<file path="src/rtl/ahb_lite_master.sv">
// Single-transfer AHB-Lite initiator: accepts one command, runs one NONSEQ transfer,
// waits out slave wait states (with a timeout), and returns a lane-aligned response.
module ahb_lite_master #(
    parameter int unsigned TIMEOUT_CYCLES = 16
) (
    input  logic        clk,
    input  logic        n_rst,
    input  logic        cmd_valid,
    output logic        cmd_ready,
    input  logic        cmd_write,
    input  logic [3:0]  cmd_addr,
    input  logic [1:0]  cmd_size,
    input  logic [31:0] cmd_wdata,
    output logic        rsp_valid,
    output logic [31:0] rsp_rdata,
    output logic        rsp_error,
    output logic        rsp_timeout,
    output logic        hsel,
    output logic [3:0]  haddr,
    output logic [1:0]  htrans,
    output logic [1:0]  hsize,
    output logic        hwrite,
    output logic [31:0] hwdata,
    input  logic [31:0] hrdata,
    input  logic        hready,
    input  logic        hresp
);

    localparam int unsigned WaitW = $clog2(TIMEOUT_CYCLES + 1);
    localparam logic [WaitW-1:0] WaitLast = WaitW'(TIMEOUT_CYCLES - 1);

    typedef enum logic [1:0] {StIdle, StAddr, StData, StResp} state_e;

    state_e            state_q, state_d;
    logic              write_q, write_d;
    logic [3:0]        addr_q, addr_d;
    logic [1:0]        size_q, size_d;
    logic [31:0]       wdata_q, wdata_d;
    logic [WaitW-1:0]  wait_q, wait_d;
    logic [31:0]       rdata_q, rdata_d;
    logic              err_q, err_d;
    logic              tout_q, tout_d;

    logic [31:0]       size_mask;
    logic [4:0]        lane_sh;
    logic              cmd_legal;

    // Lane mask and byte-lane shift derived from the latched command.
    always_comb begin
        size_mask = 32'hFFFF_FFFF;
        case (size_q)
            2'd0:    size_mask = 32'h0000_00FF;
            2'd1:    size_mask = 32'h0000_FFFF;
            default: size_mask = 32'hFFFF_FFFF;
        endcase
        lane_sh = {addr_q[1:0], 3'b000};
    end

    // Alignment/size legality of the incoming command.
    always_comb begin
        cmd_legal = 1'b0;
        case (cmd_size)
            2'd0:    cmd_legal = 1'b1;
            2'd1:    cmd_legal = ~cmd_addr[0];
            2'd2:    cmd_legal = (cmd_addr[1:0] == 2'b00);
            default: cmd_legal = 1'b0;
        endcase
    end

    // Next-state: command latch, transfer sequencing, wait counter and response capture.
    always_comb begin
        state_d = state_q;
        write_d = write_q;
        addr_d  = addr_q;
        size_d  = size_q;
        wdata_d = wdata_q;
        wait_d  = wait_q;
        rdata_d = rdata_q;
        err_d   = err_q;
        tout_d  = tout_q;
        unique case (state_q)
            StIdle: begin
                if (cmd_valid) begin
                    write_d = cmd_write;
                    addr_d  = cmd_addr;
                    size_d  = cmd_size;
                    wdata_d = cmd_wdata;
                    wait_d  = '0;
                    tout_d  = 1'b0;
                    if (cmd_legal) begin
                        state_d = StAddr;
                    end else begin
                        // Rejected locally: no bus activity at all.
                        state_d = StResp;
                        err_d   = 1'b1;
                    end
                end
            end
            StAddr, StData: begin
                if (hready) begin
                    wait_d = '0;
                    if (state_q == StAddr) begin
                        state_d = StData;
                    end else begin
                        state_d = StResp;
                        err_d   = hresp;
                        tout_d  = 1'b0;
                        if (!write_q) begin
                            rdata_d = (hrdata >> lane_sh) & size_mask;
                        end
                    end
                end else if (wait_q == WaitLast) begin
                    state_d = StResp;
                    err_d   = 1'b1;
                    tout_d  = 1'b1;
                    wait_d  = '0;
                end else begin
                    wait_d = wait_q + WaitW'(1);
                end
            end
            StResp: begin
                state_d = StIdle;
            end
        endcase
    end

    // State and datapath registers with synchronous active-low reset.
    always_ff @(posedge clk) begin
        if (!n_rst) begin
            state_q <= StIdle;
            write_q <= 1'b0;
            addr_q  <= '0;
            size_q  <= '0;
            wdata_q <= '0;
            wait_q  <= '0;
            rdata_q <= '0;
            err_q   <= 1'b0;
            tout_q  <= 1'b0;
        end else begin
            state_q <= state_d;
            write_q <= write_d;
            addr_q  <= addr_d;
            size_q  <= size_d;
            wdata_q <= wdata_d;
            wait_q  <= wait_d;
            rdata_q <= rdata_d;
            err_q   <= err_d;
            tout_q  <= tout_d;
        end
    end

    // Outputs decode from registered state and latched command only.
    always_comb begin
        cmd_ready   = 1'b0;
        rsp_valid   = 1'b0;
        rsp_error   = 1'b0;
        rsp_timeout = 1'b0;
        hsel        = 1'b0;
        haddr       = '0;
        htrans      = 2'b00;
        hsize       = '0;
        hwrite      = 1'b0;
        hwdata      = '0;
        unique case (state_q)
            StIdle: cmd_ready = 1'b1;
            StAddr: begin
                hsel   = 1'b1;
                htrans = 2'b10;
                haddr  = addr_q;
                hsize  = size_q;
                hwrite = write_q;
            end
            StData: begin
                if (write_q) begin
                    hwdata = (wdata_q & size_mask) << lane_sh;
                end
            end
            StResp: begin
                rsp_valid   = 1'b1;
                rsp_error   = err_q;
                rsp_timeout = tout_q;
            end
        endcase
    end

    assign rsp_rdata = rdata_q;

endmodule

</file>
<file path="config.mk">
export PLATFORM = sky130hd
export DESIGN_NAME = ahb_lite_master
export DESIGN_NICKNAME = d
export VERILOG_FILES = /design/src/rtl/ahb_lite_master.sv
export SDC_FILE = /design/constraint.sdc
export NUM_CORES = 1
export LEC_CHECK = 0
export ABC_AREA = 1
export BUFFER_PORTS_ARGS = -buffer_cell sky130_fd_sc_hd__clkbuf_2
export CAP_MARGIN = 30
export CORE_MARGIN = 1.5
export CORE_UTILIZATION = 25
export DETAILED_ROUTE_END_ITERATION = 7
export SYNTH_ARGS = -nofsm -noshare
export SYNTH_HDL_FRONTEND = slang
export SYNTH_SLANG_ARGS = --single-unit
</file>
<file path="constraint.sdc">
create_clock -name clk -period 1.5 [get_ports clk]
set_input_delay 0.075 -clock clk [delete_from_list [all_inputs] [get_ports clk]]
set_output_delay 0.075 -clock clk [all_outputs]
set_load 0.02 [all_outputs]
</file>
# ---- After elaboration in Yosys (flattened, before gate mapping)
# Index checks and enable logic that the tools add are counted.
# W data, S select, Z words.
dict set report totals {
  ff_bits 80
  in_bits 76
  out_inout_bits 78
  word_cells 73
}
dict set report op_classes {
  add_sub_neg 1
  eq_ne 11
  shift 2
  muxes 33
  bitwise 5
  n_reduce_logical 12
}
# op n
set ops {}
lappend ops {{$and A32 B32 Y32} 2}
lappend ops {{$mux W32} 2}
lappend ops {{$pmux W32 S2} 1}
lappend ops {{$shl A32 B5 Y32} 1}
lappend ops {{$shr A32 B5 Y32} 1}
lappend ops {{$mux W1} 15}
lappend ops {{$mux W5} 3}
lappend ops {{$mux W2} 6}
lappend ops {{$pmux W5 S2} 1}
lappend ops {{$logic_not A2 Y1} 4}
lappend ops {{$reduce_and A4 Y1} 2}
lappend ops {{$eq A2 B1 Y1 const B} 3}
lappend ops {{$eq A2 B2 Y1 const B} 3}
lappend ops {{$ne A3 B3 Y1 const B} 2}
lappend ops {{$pmux W2 S3} 1}
lappend ops {{$reduce_and A2 Y1} 3}
lappend ops {{$add A5 B1 Y5 const B} 1}
lappend ops {{$eq A5 B4 Y1 const B} 1}
lappend ops {{$reduce_and A5 Y1} 1}
lappend ops {{$mux W4} 1}
lappend ops {{$ne A2 B2 Y1 const B} 2}
lappend ops {{$pmux W1 S2} 2}
lappend ops {{$not A1 Y1} 3}
lappend ops {{$pmux W1 S3} 1}
lappend ops {{2 further kinds} 2}

# ---- Longest topological paths before layout
dict set report depth {
  depth_word 6
  mapped_depth 10
  ltp_nobuf 9
}

# ---- Worst setup path before layout
# Ideal clock, no wire load.
dict set report synth_timing {
  kind {reg2reg}
  startpoint {reg state_q[1]}
  endpoint {reg rdata_q[6] (netlist: rsp_rdata[6])}
  setup_ns 0.116
  t_arrival_ns 1.601
  required_ns 1.384
  setup_slack_ns -0.217
  stages_incl_launch_ff 11
  path_buffers 2
  synth_period_minus_slack_ns 1.717
  path_cell_list {dfxtp_1 inv_1 ha_1 buf_6 nor2_4 nand3_4 inv_1 buf_4 nand3_1 o211ai_1 inv_1}
}
dict set report synth_via {
  elab_chain_cells 3
  elab_cells_between_ends 5
  classes_between {eq/ne (2); bitwise (1); reduce/logical (2)}
}
# item line_no
set synth_rtl {}
lappend synth_rtl {{from (decl)} 34} ;# state_e state_q, state_d;
lappend synth_rtl {{from (signal assigned)} 130} ;# state_q <= StIdle;
lappend synth_rtl {{from (signal assigned)} 140} ;# state_q <= state_d;
lappend synth_rtl {{$eq A2 B1 Y1 / $eq A2 B2 Y1 (equally long branches)} {81, 102}}
lappend synth_rtl {{$reduce_or A2 Y1 / $not A1 Y1 (equally long branches)} -}
lappend synth_rtl {{$reduce_and A4 Y1 (no line) *} -}
lappend synth_rtl {{to (signal assigned)} 146} ;# rdata_q <= rdata_d;
lappend synth_rtl {{to (decl)} 40} ;# logic [31:0] rdata_q, rdata_d;
# Mark *: on every way between the ends. The rest lies on a longest branch, timed or not.
# A chain may end at the register's enable or synchronous reset.

# ---- Worst setup path in the final report
dict set report layout_timing {
  startpoint {reg state_q[0]}
  endpoint {out hwdata[18]}
}
dict set report layout_via {
  elab_chain_cells 2
}
# item line_no
set layout_rtl {}
lappend layout_rtl {{$eq A2 B2 Y1} 164} ;# unique case (state_q)
lappend layout_rtl {{$mux W32} 164}
lappend layout_rtl {{to (decl)} 23} ;# output logic [31:0] hwdata,
# No other way between the ends.

==> impl_metrics.ini <==
[run_status]
status = finished with violations
violations = setup timing

[drt]
ant_nets = 0
drt-initial-drc-count = 417
dr.pass1.iters = 5
finalWirelength_um = 18400
drc = 0
dr_total_vias = 5414
vias_per_cell = 4.88
wl_per_cell_um = 16.6

[timing]
final_hold_viol_count = 0
timing.final.crit_share_pct = 121
setup_viol = 73
final.min_clock_period_ps = 1820
finalSetupTns_ps = -10470
rsz0062_at_grt = yes
clock.fmax_ghz = 0.549
report.final.slew_viol_count = 0
fin_skew_ps = 13.0
fin_ws_ps = -322

[synthesis]
syn_area_um2 = 4280
syn_area_per_cell_um2 = 6.31
synth.top_cells.by_count = nand2_1, nor2_1, dfxtp_1
yosysTopAreaCell = dfxtp_1
netlist.area_leader.share_pct = 37.4
yosysSeqAreaShare_pct = 37.4
ys_ff_latch = 80
postSynthCellCount = 678
synth_edf_count = 0
synthFlopType = dfxtp_1
yosys_warnings = 0
synth_cell_types = 28
synth-async-reset-ratio_pct = 0
synthTopCellsByArea = dfxtp_1, nand2_1, nor2_1
yosys.cell_count.top_type = nand2_1
syn_nets = 760

[grt]
grt_pass1_vias = 4743
grt_overflow = 0
grt_max_degree = 43
antenna_found_initial = 0
grtUsageTotal_pct = 17.5
grt_pass1_wl_um = 24800

[clock_tree]
cts_htree_levels = 3
cts.sinks = 80
clockBufferDepth = 2
cts_tree = done
insertion_delay_ps = 340
root_buffer = clkbuf_16
cts_buffers = 9
clkTransAtPathRegs_ps = 70

[critical_path]
timing.rr.end = rsp_rdata[28]
cpLargestDelayFamily = buffers and inverters
startpoint_type = flip-flop
r2r_setup_slack_ps = -120
cp_max_fo = 6
cp_slowest_cell = dfxtp_2
worstSetupEndpointType = output pin
crit_chain = inv_2 > ha_4 > nand2_4 > inv_4 > nand2_8 > buf_12 > a21oi_4 > nand2_2 > o21ai_2 > buf_6
cpPeakStageDelay_ps = 330
reg2reg_from = state_q[0]
crit_arrival_ps = 1750
reg2regPathDepth = 9
crit_type = flip-flop to output pin
cp_num_buf_inv = 4
crit_start = state_q[0]
critPathRequiredTime_ps = 1420

[layout]
drive_gt1_share_pct = 41.8
nNetsFinal = 966
n_antenna_cell = 0
syn_to_final_growth_pct = 75.3

[power]
power_density_nw_per_um2 = 1520
ir_worst_vdd_mv = 0.821
finalPower_uw = 11400
total_leakage_power_uw = 0.00345

[die]
num_rows = 47
die_x_um = 134
coreArea_um2 = 16600
ios = 154
dieArea_um2 = 17900
start_util_pct = 25.7
die_height_um = 134

[place]
dp_hpwl_um = 10800
place.gp.congestion = 0.897
port_buffers = 152

[min_path]
hold_depth = 3
holdPathEnd = wdata_q[19]
hp-class = input pin to flip-flop
min_from = cmd_wdata[19]

[flow_run]
cap_violations = 0
==> metal layers <==
layer | up-vias | GRT usage [%] | part of all wire (%)
met4 | 0 | 8.21 | 5.1
met2 | 230 | 27.5 | 46
met3 | 71 | 2.61 | 6.0
met1 | 2507 | 23.6 | 42
li1 | 2606 | - | -
met5 | - | 0 | 0
==> how the worst max path moves through the flow <==
stage / endpoint / cells after the start
CTS: hwdata[18] / 10
finish: hwdata[18] / 10
global placement: hwdata[23] / 7
global route: hwdata[19] / 10
detailed placement: hwdata[23] / 7
floorplan: rsp_rdata[17] / 9
==> through the flow <==
stage               util, %  setup slack (ps)  instances  area [um^2]  hold slack (ps)
floorplan                 -              -127        678         4330              242
global placement       32.8             -75.2       1032         5460              332
detailed placement     32.8             -31.9       1032         5460              335
CTS                    40.6              -240       1089         6760             2.44
global route           45.1              -408       1109         7500             3.28
finish                 45.1              -322       1109         7500             1.63
==> sequential cells by signal (all words and copies together) (netlist names) <==
| signal | cells |
|---|---|
| addr_q | 4 |
| err_q | 1 |
| rsp_rdata | 32 |
| size_q | 2 |
| state_q | 2 |
| tout_q | 1 |
| wait_q | 5 |
| wdata_q | 32 |
| write_q | 1 |
==> repair_timing <==
| action | 4_1_cts | 5_1_grt |
|---|---|---|
| buffers inserted | 20 | 14 |
| endpoints found under the hold margin | 12 | 0 |
| hold buffers | 12 | 0 |
| pin swaps | 13 | 35 |
| gates resized for setup | 153 | 193 |
| cloned | 9 | 6 |
| setup endpoints to repair | 65 | 117 |
==> layout make-up <==
cell class	instances	area (um^2)
clock buffers	12	256
fillers	1569	9140
repair inverters	1	8.76
inverters	54	240
well taps	220	275
multi-input cells	498	2850
flip-flops and latches	80	1620
clock inverters	4	52.6
repair buffers	240	2210
==> cell families (layout without fill, tap and decap cells) <==
logic type | count (synthesis) | count (layout) | synth area share [%]
buffers and inverters | 100 | 311 | 9.83
xor gates and xnor gates | 1 | 1 | 0.205
AOI/OAI and AO/OA | 150 | 150 | 18.6
other | 1 | 1 | 0.0877
DFF | 80 | 80 | 37.4
and+or+nand+nor | 340 | 340 | 32.1
adders and majority gates | 6 | 6 | 1.75
==> worst reg2reg max path, stage by stage (launching register included) <==
cell and delay, ps:
dfxtp_2 340, inv_2 50, buf_4 140, ha_4 310, nand3_4 100, nor3_4 170
buf_12 140, buf_16 120, nand2_2 50, a21oi_2 130
==> cells in the final DEF, fill, tap and decap left out, types with 3 or more instances in the layout <==
cell type / instances
nand2_1: 154
clkbuf_2: 111
nor2_1: 94
dfxtp_1: 75
buf_4: 42
o21ai_0: 40
inv_1: 33
a21oi_1: 33
buf_6: 28
o21ai_1: 23
a21oi_2: 21
nand3_1: 20
nand2_4: 16
nor2_4: 16
o211ai_1: 16
nand2_2: 15
buf_8: 15
clkbuf_16: 14
dlygate4sd3_1: 12
buf_12: 12
inv_2: 11
nand4_1: 9
o21ai_4: 8
clkbuf_8: 8
buf_16: 8
inv_4: 6
o21ai_2: 6
nor2_2: 5
nand3_2: 4
ha_4: 4
dfxtp_4: 3
clkinvlp_4: 3
==> power by group <==
group          total (uW)  internal [uW]  switching, uW  leakage, uW
Sequential           3030           2610            418     0.000658
Combinational        6110           2640           3470      0.00265
Clock                2290           1380            906     0.000141
Total               11400           6620           4790      0.00345
(Power assumes the default switching activity.)
